`src/rtl/mem_ctrl.sv`:
```
// Word-addressed RAM port behind the MAR: latches a request, waits WAIT_STATES cycles, accesses, pulses ready.
// Optional address fault checking is enabled by defining MEM_ADDR_FAULT_EN.
module mem_ctrl #(
    parameter int unsigned DATA_W      = 16,
    parameter int unsigned ADDR_W      = 16,
    parameter int unsigned DEPTH       = 256,
    parameter int unsigned WAIT_STATES = 1
) (
    input  logic              clock,
    input  logic              reset,
    input  logic [ADDR_W-1:0] addr,
    input  logic [DATA_W-1:0] data_in,
    input  logic              rd_req,
    input  logic              wr_req,
    output logic [DATA_W-1:0] data_out,
    output logic              busy,
    output logic              ready,
    output logic              err
);
    localparam int unsigned IDX_W = $clog2(DEPTH);
    localparam int unsigned CNT_W = 4;

    typedef enum logic [1:0] {S_IDLE, S_WAIT, S_ACCESS, S_DONE} state_t;

    state_t             state_q, state_d;
    logic [CNT_W-1:0]   cnt_q, cnt_d;
    logic [ADDR_W-1:0]  addr_q, addr_d;
    logic [DATA_W-1:0]  wdata_q, wdata_d;
    logic               is_wr_q, is_wr_d;
    logic [DATA_W-1:0]  data_q, data_d;
    logic               busy_q, busy_d;
    logic               ready_q, ready_d;
    logic               mem_we;
    logic               fault;
    logic [IDX_W-1:0]   idx;
    logic [DATA_W-1:0]  mem [DEPTH];

    assign idx = addr_q[IDX_W-1:0];

`ifdef MEM_ADDR_FAULT_EN
    logic err_q, err_d;
    assign fault = (addr_q >> IDX_W) != '0;
    assign err_d = ready_d && fault;
    assign err   = err_q;
    always_ff @(posedge clock or negedge reset) begin
        if (!reset) err_q <= 1'b0;
        else        err_q <= err_d;
    end
`else
    // Upper address bits only matter for fault detection; without it they alias away.
    logic unused_addr_hi;
    assign unused_addr_hi = &{1'b0, addr_q >> IDX_W};
    assign fault = 1'b0;
    assign err   = 1'b0;
`endif

    always_comb begin
        state_d = state_q;
        cnt_d   = cnt_q;
        addr_d  = addr_q;
        wdata_d = wdata_q;
        is_wr_d = is_wr_q;
        data_d  = data_q;
        mem_we  = 1'b0;
        case (state_q)
            S_IDLE: begin
                if (rd_req || wr_req) begin
                    addr_d  = addr;
                    wdata_d = data_in;
                    is_wr_d = wr_req;
                    cnt_d   = CNT_W'(WAIT_STATES);
                    state_d = (WAIT_STATES > 0) ? S_WAIT : S_ACCESS;
                end
            end
            S_WAIT: begin
                cnt_d = cnt_q - 1'b1;
                if (cnt_q <= 1) state_d = S_ACCESS;
            end
            S_ACCESS: begin
                if (is_wr_q) mem_we = !fault;
                else         data_d = fault ? '0 : mem[idx];
                state_d = S_DONE;
            end
            S_DONE:  state_d = S_IDLE;
            default: state_d = S_IDLE;
        endcase
        busy_d  = (state_d != S_IDLE);
        ready_d = (state_d == S_DONE);
    end

    always_ff @(posedge clock or negedge reset) begin
        if (!reset) begin
            state_q <= S_IDLE;
            cnt_q   <= '0;
            addr_q  <= '0;
            wdata_q <= '0;
            is_wr_q <= 1'b0;
            data_q  <= '0;
            busy_q  <= 1'b0;
            ready_q <= 1'b0;
        end else begin
            state_q <= state_d;
            cnt_q   <= cnt_d;
            addr_q  <= addr_d;
            wdata_q <= wdata_d;
            is_wr_q <= is_wr_d;
            data_q  <= data_d;
            busy_q  <= busy_d;
            ready_q <= ready_d;
        end
    end

    // RAM is not reset; an asserted reset holds the FSM in IDLE so no write can fire.
    always_ff @(posedge clock) begin
        if (mem_we) mem[idx] <= wdata_q;
    end

    assign data_out = data_q;
    assign busy     = busy_q;
    assign ready    = ready_q;
endmodule

```
`config.mk`:
```
export PLATFORM = sky130hd
export DESIGN_NAME = mem_ctrl
export DESIGN_NICKNAME = d
export VERILOG_FILES = /design/src/rtl/mem_ctrl.sv
export SDC_FILE = /design/constraint.sdc
export NUM_CORES = 2
export LEC_CHECK = 0
export BUFFER_PORTS_ARGS = -buffer_cell sky130_fd_sc_hd__buf_4
export CORE_ASPECT_RATIO = 1.4
export CORE_MARGIN = 2
export CORE_UTILIZATION = 25
export CTS_BUF_LIST = sky130_fd_sc_hd__clkbuf_16
export DETAILED_ROUTE_END_ITERATION = 10
export HOLD_SLACK_MARGIN = 0.06
export PLACE_DENSITY_LB_ADDON = 0.08
export SLEW_MARGIN = 20
export SYNTH_ARGS = -nofsm -noshare
export SYNTH_HDL_FRONTEND = slang
export SYNTH_SLANG_ARGS = --single-unit
```
`constraint.sdc`:
```
create_clock -name clock -period 6.36 [get_ports clock]
set_input_delay 1.272 -clock clock [delete_from_list [all_inputs] [get_ports clock]]
set_output_delay 1.272 -clock clock [all_outputs]
set_load 0.1 [all_outputs]
```
---- Word level (Yosys, flattened, before mapping) ----
Memory sizes are Yosys's and may differ from the RTL's. A register that Yosys moved wholly into a read port is not among the register bits.
Index checks and enable logic that the tools add are counted.
storage, ports and cells
  word-level logic and storage cells ...... 33
  input port bits ......................... 36
  memories kept ........................... 1
  register bits ........................... 33
  bits in writable memories ............... 4096
operators by class
  muxes and demuxes ....................... 9
  reductions and logical operators ........ 8
  add/sub/neg operators ................... 1
  equality and inequality tests ........... 5
  bitwise logic cells ..................... 1
  order comparisons ....................... 1
memories
  memory  depth  bits a word  rd ports  clocked after Yosys merged registers in  wr ports  RTL line  RTL
  mem     256    16           1         1                                        1         36        logic [DATA_W-1:0] mem [DEPTH];
operators with widths
  kind                 number
  $pmux 2 s4           1
  $pmux 4 s2           1
  $eq 2x2->1 const B   3
  $reduce_and 2->1     3
  $le 4x1->1 const B   1
  $mux 1               4
  $mux 2               2
  $mux 4               1
  $reduce_bool 2->1    2
  $sub 4x1->4 const B  1
  $eq 2x1->1 const B   1
  $logic_not 2->1      1
  $ne 2x2->1 const B   1
  $logic_not 1->1      1
  $logic_or 1x1->1     1
  $not 1->1            1

---- Logic depth before layout (Yosys ltp) ----
  word-level depth ........................ 4
  depth in mapped cells ................... 14
  depth with buffers taken out ............ 7

---- Least setup slack after synthesis ----
OpenSTA, ideal clock, no wires.
  path kind ............................... reg2reg
  from .................................... register addr_q[1]
  to ...................................... memory mem[147][0] (enable)
  buffers on the path ..................... 8
  stages on the path, launching flop included .. 11
  slack ................................... 2.339 ns
  data arrival time ....................... 3.590 ns
  required time ........................... 5.930 ns
  setup time .............................. 0.430 ns
  cell sequence ........................... dfrtp_1 > buf_2 > buf_4 > buf_4 > buf_2 > buf_4 > buf_2 > buf_2 > buf_2 > nand2_1 > nor4_1
RTL lines
  element                   RTL line  RTL
  start: declaration        27        logic [ADDR_W-1:0] addr_q, addr_d;
  start signal: assignment  104       addr_q <= addr_d;
  end: declaration          36
No word-level cell before the write port.

==> run_results.csv <==
group,metric,value,unit
synth,synth-xor-area-share,0.00549,%
floorplanning,design.portCount,55,
global_route,grt_pass1_vias,79600,
floorplanning,die_w,679,microns
finish,final_common_cell,"edfxtp_1",
setup_path,reg2reg_to,"data_out[14]",
setup_path,path_class,"register to register",
placed_design,dp_hpwl,324000,microns
route,drt_iter0_drc,6570,
setup_path,reg2reg_from,"addr_q[0]",
finish,finalNetCount,7441,
synth,yosys_warnings,0,
global_route,antenna_found_initial,43,
floorplanning,rows,347,
sta,rsz0062_at_grt,"false",
finish,layout.cells.non_filler,16200,
route,vias_per_cell,4.59,
cts,cts_sinks,4145,
synth,synthTopCellsByArea,"edfxtp_1 77%, mux4_2 16%, mux2i_1 1.2%, dfrtp_1 0.77%, nor2_1 0.65%",
cts,cts_tree,"built",
synth,synth_compound_area_share,1.67,%
cts,cts-htree-levels,5,
placed_design,dp_slack,1.27,ns
sta,period_needed,4.89,ns
route,wire_per_inst,32.6,microns
setup_path,start_kind,"register",
floorplanning,core,0.636,sq mm
finish,syn_to_final_growth,17.4,%
synth,synth_top_family_by_area,"multiplexers",
sta,finalClockSkew,0.0551,ns
synth,ys_async_sr_fraction,1.18,%
cts,cts_made_buffers,434,
floorplanning,die_y,949,microns
finish,fill_cells,61900,
synth,yosysTopAreaCell,"edfxtp_1",
sta,hold_slack,0.178,ns
cts,clockRootBuffer,"clkbuf_16",
route,route.detailed.drc,0,
route,drt_wl_total,527000,microns
outcome,status,"finished clean",
sta,drv_slew,0,
floorplanning,initial_utilization,25.1,%
run,cap_violations,0,
synth,synthSimpleGateAreaFrac,1.43,%
synth,synth_edf_count,4096,
power,power.density,476,mW/mm^2
finish,fin_util,29.4,%
setup_path,end_kind,"register",
synth,syn_inst,6857,
cts,cts_hold_buffers,0,
sta,max_slew_margin,15.5,%
sta,period_share,77.0,%
sta,hold_viol_final,0,
sta,tns,0,ns
finish,layout_common_cells,"4,096 x edfxtp_1, 1,122 x mux4_2, 454 x buf_4, 444 x clkbuf_16, 184 x mux2i_1",
synth,netlist.area_leader.share,77.1,%
placed_design,dp.cells,15300,
setup_path,worst-r2r-setup-slack,1.47,ns
route,firstDrtPassIters,5,
setup_path,cp_max_fo,23,
synth,yosys.area_share.adder,0.0157,%
global_route,overflow,0,
finish,drive_gt1_share,33.5,%
setup_path,worstPathArrival,5.79,ns
sta,finalSetupViolCount,0,
synth,synth_mux_area_share,17.5,%
synth,post_synth_num_cell_types,68,
cts,cts_setup_buffers,0,
synth,yosysSeqAreaShare,77.9,%
placed_design,numPortBuffers,45,
power,leakagePower,57.1,nW
sta,finalWorstSetupSlack,1.47,ns
cts,cts_resized,0,
synth,ys_ff_latch,4145,
global_route,grt_pass1_wl,717000,microns
route,vias,74300,
setup_path,required,7.26,ns
global_route,grt_start_max_net_pins,157,
floorplanning,dieArea,0.644,sq mm
synth,syn_avg_cell_area,23.3,sq um
synth,synth_ff_type,"edfxtp_1",
setup_path,reg2regPathDepth,8,
cts,insertion_delay,1.03,ns
cts,clockBufferDepth,4,
global_route,gr-usage-all-layers,16.1,%
sta,max_freq,204,MHz
synth,mappedNetlistNets,6895,
min_path,hold_class,"input pin to asynchronous set/reset pin",
power,vdd_drop_max,0.000537,V
synth,netlist_area,0.159,sq mm
sta,tightest_slew,1.27,ns
route,ant_nets,0,
cts,clk_pin_slew,0.06,ns
placed_design,place_congestion,0.768,
[cell usage after synthesis, types with 49 or more instances]
| cell | n |
|---|---|
| dfrtp_1 | 49 |
| buf_6 | 52 |
| o21ai_0 | 64 |
| a22oi_1 | 61 |
| mux2_2 | 77 |
| edfxtp_1 | 4096 |
| a21oi_1 | 70 |
| mux2i_1 | 184 |
| mux4_2 | 1122 |
| clkbuf_1 | 141 |
| nand2_1 | 89 |
| buf_2 | 125 |
| nor2_1 | 277 |
[registers in the layout, summed over array words and instances (netlist names)]
signal	cells
addr_q	8
data_out	16
wdata_q	16
state_q	2
is_wr_q	1
cnt_q	4
ready	1
mem	4096
busy	1
[through the flow]
| stage | total power (W) | area (sq um) |
|---|---|---|
| floorplan | 0.0524 | 159000 |
| global placement | 0.0654 | 173000 |
| detailed placement | 0.0658 | 173000 |
| CTS | 0.0913 | 187000 |
| global route | 0.0928 | 187000 |
| finish | 0.0892 | 187000 |
[how the worst max path moves through the flow]
| stage | start | end | slack, ns | cells after the start |
|---|---|---|---|---|
| global route | addr_q[0] | data_out[14] | 1.28 | 8 |
| global placement | addr_q[1] | data_out[0] | 1.16 | 7 |
| finish | addr_q[0] | data_out[14] | 1.47 | 8 |
| detailed placement | addr_q[0] | data_out[14] | 1.27 | 8 |
| CTS | addr_q[0] | data_out[14] | 1.23 | 8 |
| floorplan | addr_q[1] | mem[147][0] | 2.34 | 10 |
[routing by layer]
metal	wire (microns)	GRT usage (%)	vias to the layer above
met4	12500	3.74	0
li1	-	-	30400
met3	17400	1.66	517
met1	218000	20.4	41800
met2	279000	29.6	1508
met5	0	0	-
[final cells by class]
type	instances	area [sq um]	share of cell area, %
diodes	35	87.6	0.0468
clock buffers	444	11100	5.94
clock inverters	358	2780	1.48
inverters	13	56.3	0.0301
multi-input cells	2299	33800	18.1
flip-flops and latches	4145	124000	66.4
well taps	8376	10500	5.60
repair buffers	510	4540	2.43
[critical path, stage by stage (launching register included)]
cell and delay [ns]:
dfrtp_4 1.09, buf_12 0.31, buf_4 0.39, mux4_2 0.55, mux2i_1 0.30, o21ai_0 0.32
o21ai_0 0.81, a41oi_1 0.58, a21o_1 0.30
[power by group]
part	internal, W	leakage [nW]	switching (W)
sequential	0.0344	37.4	0.00152
clock	0.0142	7.10	0.0110
combinational	0.00975	12.6	0.0183
total	0.0584	57.1	0.0308
[logic make-up after synthesis]
| kind of cell | count (synthesis) |
|---|---|
| muxes | 1383 |
| DFF | 4145 |
| AOI/OAI and AO/OA | 393 |
| buffers and inverters | 413 |
| adders and majority gates | 2 |
| and+or+nand+nor | 519 |
| xor gates and xnor gates | 1 |
| other | 1 |
Note: power is estimated with default switching activity, not from simulation.
